===== src/rtl/zsdram_wr_arbiter.sv =====
// SDRAM write-port arbiter: NUM_REQ draw clients share one req/done write port,
// round-robin or fixed priority, with a watchdog that aborts writes that never finish.

module zsdram_wr_arbiter_slot (
  input  logic clk,
  input  logic rst_n,
  input  logic clear,
  input  logic load,
  input  logic win,
  input  logic finish,
  output logic grant,
  output logic done
);
  // Grant is held from the winning edge through RELEASE; done echoes grant for one cycle.
  always_ff @(posedge clk or negedge rst_n) begin
    if (!rst_n) begin
      grant <= 1'b0;
      done  <= 1'b0;
    end else if (clear) begin
      grant <= 1'b0;
      done  <= 1'b0;
    end else if (load) begin
      grant <= win;
    end else if (finish) begin
      done <= grant;
    end
  end
endmodule

module zsdram_wr_arbiter #(
  parameter int NUM_REQ    = 4,
  parameter int ADDR_W     = 24,
  parameter int DATA_W     = 16,
  parameter bit FIXED_PRIO = 1'b0,
  parameter int TIMEOUT    = 4095
) (
  input  logic                        clk,
  input  logic                        rst_n,
  input  logic                        en,
  input  logic [NUM_REQ-1:0]          iReq,
  input  logic [NUM_REQ*ADDR_W-1:0]   iAddr,
  input  logic [NUM_REQ*4*DATA_W-1:0] iData,
  output logic [NUM_REQ-1:0]          oDone,
  output logic [NUM_REQ-1:0]          oGrant,
  output logic [ADDR_W-1:0]           oSDRAM_Wr_Addr,
  output logic [DATA_W-1:0]           oSDRAM_Wr_Data1,
  output logic [DATA_W-1:0]           oSDRAM_Wr_Data2,
  output logic [DATA_W-1:0]           oSDRAM_Wr_Data3,
  output logic [DATA_W-1:0]           oSDRAM_Wr_Data4,
  output logic                        oSDRAM_Wr_Req,
  input  logic                        iSDRAM_Wr_Done,
  output logic                        oBusy,
  output logic                        oTimeout_Err,
  input  logic                        iErr_Clr
);
  localparam int IDX_W = (NUM_REQ > 1) ? $clog2(NUM_REQ) : 1;
  localparam logic [1:0] S_IDLE    = 2'd0;
  localparam logic [1:0] S_WAIT    = 2'd1;
  localparam logic [1:0] S_RELEASE = 2'd2;
  localparam logic [15:0] TMO_LAST = 16'(TIMEOUT - 1);

  logic [1:0]                          state;
  logic [15:0]                         timer;
  logic [IDX_W-1:0]                    rrPtr;
  logic [IDX_W-1:0]                    gIdx;
  logic [IDX_W-1:0]                    winIdx;
  logic [IDX_W:0]                      cand;
  logic                                found;
  logic [NUM_REQ-1:0]                  winOH;
  logic [NUM_REQ-1:0][ADDR_W-1:0]      addrArr;
  logic [NUM_REQ-1:0][3:0][DATA_W-1:0] dataArr;
  logic [3:0][DATA_W-1:0]              wrData;
  logic                                start;
  logic                                doneEvt;
  logic                                toEvt;
  logic                                finish;
  logic                                clear;

  genvar k;
  generate
    for (k = 0; k < NUM_REQ; k++) begin : g_slot
      assign addrArr[k] = iAddr[k*ADDR_W +: ADDR_W];
      assign dataArr[k] = iData[k*4*DATA_W +: 4*DATA_W];
      assign winOH[k]   = (winIdx == IDX_W'(k));

      zsdram_wr_arbiter_slot u_slot (
        .clk    (clk),
        .rst_n  (rst_n),
        .clear  (clear),
        .load   (start),
        .win    (winOH[k]),
        .finish (finish),
        .grant  (oGrant[k]),
        .done   (oDone[k])
      );
    end
  endgenerate

  // Search starts one past the last winner; the extra cand bit absorbs the wrap.
  always_comb begin
    found  = 1'b0;
    winIdx = '0;
    cand   = '0;
    for (int i = 0; i < NUM_REQ; i++) begin
      if (FIXED_PRIO) begin
        cand = (IDX_W+1)'(i);
      end else begin
        cand = {1'b0, rrPtr} + (IDX_W+1)'(i + 1);
        if (cand >= (IDX_W+1)'(NUM_REQ)) cand = cand - (IDX_W+1)'(NUM_REQ);
      end
      if (!found && iReq[cand[IDX_W-1:0]]) begin
        found  = 1'b1;
        winIdx = cand[IDX_W-1:0];
      end
    end
  end

  assign start   = en && (state == S_IDLE) && found;
  assign doneEvt = en && (state == S_WAIT) && iSDRAM_Wr_Done;
  assign toEvt   = en && (state == S_WAIT) && !iSDRAM_Wr_Done && (timer == TMO_LAST);
  assign finish  = doneEvt || toEvt;
  assign clear   = !en || (state == S_RELEASE);
  assign oBusy   = (state != S_IDLE);

  assign oSDRAM_Wr_Data1 = wrData[0];
  assign oSDRAM_Wr_Data2 = wrData[1];
  assign oSDRAM_Wr_Data3 = wrData[2];
  assign oSDRAM_Wr_Data4 = wrData[3];

  always_ff @(posedge clk or negedge rst_n) begin
    if (!rst_n) begin
      state          <= S_IDLE;
      timer          <= '0;
      rrPtr          <= IDX_W'(NUM_REQ - 1);
      gIdx           <= '0;
      oSDRAM_Wr_Req  <= 1'b0;
      oSDRAM_Wr_Addr <= '0;
      wrData         <= '0;
    end else if (!en) begin
      // Abort keeps rrPtr so fairness survives an enable toggle.
      state         <= S_IDLE;
      timer         <= '0;
      oSDRAM_Wr_Req <= 1'b0;
    end else begin
      case (state)
        S_IDLE: begin
          if (found) begin
            gIdx           <= winIdx;
            oSDRAM_Wr_Addr <= addrArr[winIdx];
            wrData         <= dataArr[winIdx];
            oSDRAM_Wr_Req  <= 1'b1;
            timer          <= '0;
            state          <= S_WAIT;
          end
        end
        S_WAIT: begin
          timer <= timer + 16'd1;
          if (finish) begin
            oSDRAM_Wr_Req <= 1'b0;
            rrPtr         <= gIdx;
            state         <= S_RELEASE;
          end
        end
        S_RELEASE: begin
          timer <= '0;
          state <= S_IDLE;
        end
        default: state <= S_IDLE;
      endcase
    end
  end

  always_ff @(posedge clk or negedge rst_n) begin
    if (!rst_n)        oTimeout_Err <= 1'b0;
    else if (iErr_Clr) oTimeout_Err <= 1'b0;
    else if (toEvt)    oTimeout_Err <= 1'b1;
  end
endmodule


===== config.mk =====
export PLATFORM = sky130hd
export DESIGN_NAME = zsdram_wr_arbiter
export DESIGN_NICKNAME = d
export VERILOG_FILES = /design/src/rtl/zsdram_wr_arbiter.sv
export SDC_FILE = /design/constraint.sdc
export NUM_CORES = 1
export LEC_CHECK = 0
export BUFFER_PORTS_ARGS = -buffer_cell sky130_fd_sc_hd__buf_2
export CORE_AREA = 2 2 177 179
export CTS_CLUSTER_DIAMETER = 120
export DETAILED_ROUTE_END_ITERATION = 8
export DIE_AREA = 0 0 179 181
export PLACE_DENSITY_LB_ADDON = 0.2
export SYNTH_ARGS = -nofsm -noshare
export SYNTH_HDL_FRONTEND = slang
export SYNTH_SLANG_ARGS = --single-unit

===== constraint.sdc =====
create_clock -name clk -period 4.8 [get_ports clk]
set_input_delay 0.72 -clock clk [delete_from_list [all_inputs] [get_ports clk]]
set_output_delay 0.72 -clock clk [all_outputs]
set_load 0.02 [all_outputs]

==> results.yml <==
timing:
  rsz0062_at_grt: "no"
  fin_crit_ns: 2.81
  setup_viol: 0
  fmax_ghz: 0.356
  skew_ns: 0.0133
  fin_crit_sh_pct: 58.6
  slew_violations: 0
  slew_headroom_pct: 26.1
  setup-tns-final_ns: 0
  fin_hold_ws_ns: 0.355
  worst_pin_slew_ns: 1.08
  hold_violations: 0
placed_design:
  portBuffers: 459
  hpwl_um: 24700
  finalWeightedCongestion: 0.873
min_path:
  hold_path_class: "in -> async"
clock_network:
  cts_sinks: 120
  clock_latency_ns: 0.43
  ctsResizeCount: 0
  cts_buffers: 17
  clockBufferDepth: 2
  cts_tree: "built"
  post_cts_buffers: 0
  cts-root-buf: "clkbuf_16"
  hold_buffers: 0
  cts.clk_slew.worst_paths_ns: 0.07
  cts_htree_levels: 4
grt:
  grt_pass1_wl_um: 49900
  first_global_vias: 8367
  met3_usage_pct: 4.69
  grt_overflow: 0
  grtUsageTotal_pct: 20.4
  met2_usage_pct: 34.6
  grt_max_degree: 87
  met1_usage_pct: 25.5
  top_usage_layer: "met2"
  antenna_found_initial: 4
worst_setup_path:
  regToRegStartpoint: "rrPtr[0]"
  crit_path_max_incr_delay_ns: 0.61
  cp_common_cell: "a211oi_1"
  slowest_stage: "and3_4"
  critPathTopFamily: "compound AO/OA/AOI/OAI gates"
  worstRegToRegCells: 7
  arrival_ns: 3.15
  cp.required_ns: 5.14
  cp.depth: 7
  critical_path_class: "reg -> reg"
  r2r_end: "oSDRAM_Wr_Data4[1]"
  r2r_slack_ns: 1.99
  cp_cell_sequence: "nand2b_1 -> a21o_4 -> and3_4 -> buf_12 -> buf_4 -> a211oi_1 -> a211oi_1"
  path_max_fanout: 42
  start_kind: "flip-flop"
  critPathCaptureType: "flip-flop"
  path_buf_inv: 2
detailed_routing:
  dr.pass1.iters: 4
  ant_nets: 0
  wirelength_um: 33600
  via_per_inst: 4.96
  wl_per_cell_um: 19.6
  vias: 8486
  drc_errors: 0
  drt_iter0_markers: 439
synth:
  syn_nets: 1256
  synthCells: 890
  ys_warn_count: 0
  yosys.cell_types.count: 43
  yosys.area.top_type: "dfrtp_1"
  ys_ff_latch: 120
  synth_edf_count: 0
  synthArstFlopShare_pct: 100
  synthDominantCellAreaShare_pct: 38.1
  yosysSeqAreaShare_pct: 38.8
  syn_avg_cell_area_um2: 8.71
  synth_area_leaders: "dfrtp_1 38%, a211oi_1 17%, mux2i_1 11%"
  synth.most_common_cell: "a211oi_1"
  yosys-top-cells-count: "180 x a211oi_1, 118 x dfrtp_1, 111 x nor2_1, 97 x inv_1, 89 x mux2i_1"
  syn_area_um2: 7750
  ys.flop_type: "dfrtp_1"
pwr:
  design_power_total_uw: 5830
  ir_drop_uv: 301
  leakagePower_uw: 0.00530
  p_per_area_nw_per_um2: 532
  power.share.clock_pct: 22.4
  p_comb_share_pct: 49.7
  swShare_pct: 45.8
  pwr-share-seq_pct: 28.0
  intPower_uw: 3160
  power.switching_uw: 2670
floorplan:
  die-area_um2: 32400
  die_w_um: 179
  die_y_um: 181
  num_rows: 64
  ioPinCount: 460
  initial_utilization_pct: 25.5
  core_area_um2: 30300
final_layout:
  fin_nets: 1665
  syn2layout_area_growth_pct: 41.4
  drive_above_1_share_pct: 39.9
run_status:
  status: "finished clean"
job:
  drv_cap: 0
==> cells in the final DEF, fill, tap and decap left out, types with 5 or more instances in the layout <==
cell type	instances
a2111oi_0	5
a211oi_1	180
a21oi_1	13
a31oi_1	88
buf_2	458
buf_4	18
clkbuf_16	17
dfrtp_1	118
ha_1	5
inv_1	97
inv_6	7
mux2i_1	89
nand2_1	8
nand2b_1	5
nand3_1	14
nor2_1	110
nor2b_1	5
o21ai_0	10
xnor2_1	10
==> cells by family after synthesis <==
family                   share of synthesized area, %
multiplexers                                     11.8
AND/OR/NAND/NOR                                  9.09
AO/OA/AOI/OAI                                    28.5
adder cells (fa/ha/maj)                         0.807
flip-flops                                       38.8
XOR/XNOR                                         1.13
buffers and inverters                            9.96
==> cell type report <==
class / count / area, um^2
Clock buffer: 17 / 425
Antenna cell: 4 / 10.0
Multi-Input combinational cell: 584 / 4030
Clock inverter: 15 / 155
Inverter: 97 / 364
Tap cell: 396 / 495
Sequential cell: 120 / 3010
Fill cell: 3290 / 19400
Timing Repair Buffer: 479 / 2480
==> worst max path at each step <==
stage,start,end,slack [ns]
floorplan,iReq[2],timer[14],2.55
global placement,iReq[3],oSDRAM_Wr_Data4[13],1.59
detailed placement,iReq[3],oSDRAM_Wr_Data3[11],1.52
CTS,rrPtr[0],oSDRAM_Wr_Data4[1],1.93
global route,rrPtr[0],oSDRAM_Wr_Data4[1],1.71
finish,rrPtr[0],oSDRAM_Wr_Data4[1],1.99
==> registers in the layout (all words and copies together), names as in the netlist, 4 cells and up <==
name,count
oSDRAM_Wr_Addr,24
oSDRAM_Wr_Data1,16
oSDRAM_Wr_Data2,16
oSDRAM_Wr_Data3,16
oSDRAM_Wr_Data4,16
timer,16
g_slot.u_slot.done,4
g_slot.u_slot.grant,4
==> metrics by stage <==
step / setup slack (ns) / instance area (um^2) / utilization [%] / instances
5_1_grt: 1.71 / 11000 / 36.1 / 1712
3_5_place_dp: 1.52 / 10400 / 34.2 / 1676
2_1_floorplan: 2.55 / 7750 / - / 890
4_1_cts: 1.93 / 11000 / 36.1 / 1708
6_report: 1.99 / 11000 / 36.1 / 1712
3_3_place_gp: 1.59 / 10400 / 34.2 / 1676
==> power by group through the flow <==
| stage | Sequential, uW | Clock [uW] | Combinational, uW |
|---|---|---|---|
| finish | 1630 | 1310 | 2900 |
| global route | 1690 | 1390 | 3110 |
| detailed placement | 1650 | 0 | 2930 |
| floorplan | 2070 | 0 | 1390 |
| CTS | 1630 | 1350 | 2930 |
| global placement | 1630 | 0 | 2920 |
==> layer usage <==
layer	routed length, um	part of all wire (%)
met4	778	2.3
met3	1970	5.9
met1	13800	41
met2	17100	51
met5	0	0
Power figures use the tool's default switching activity.
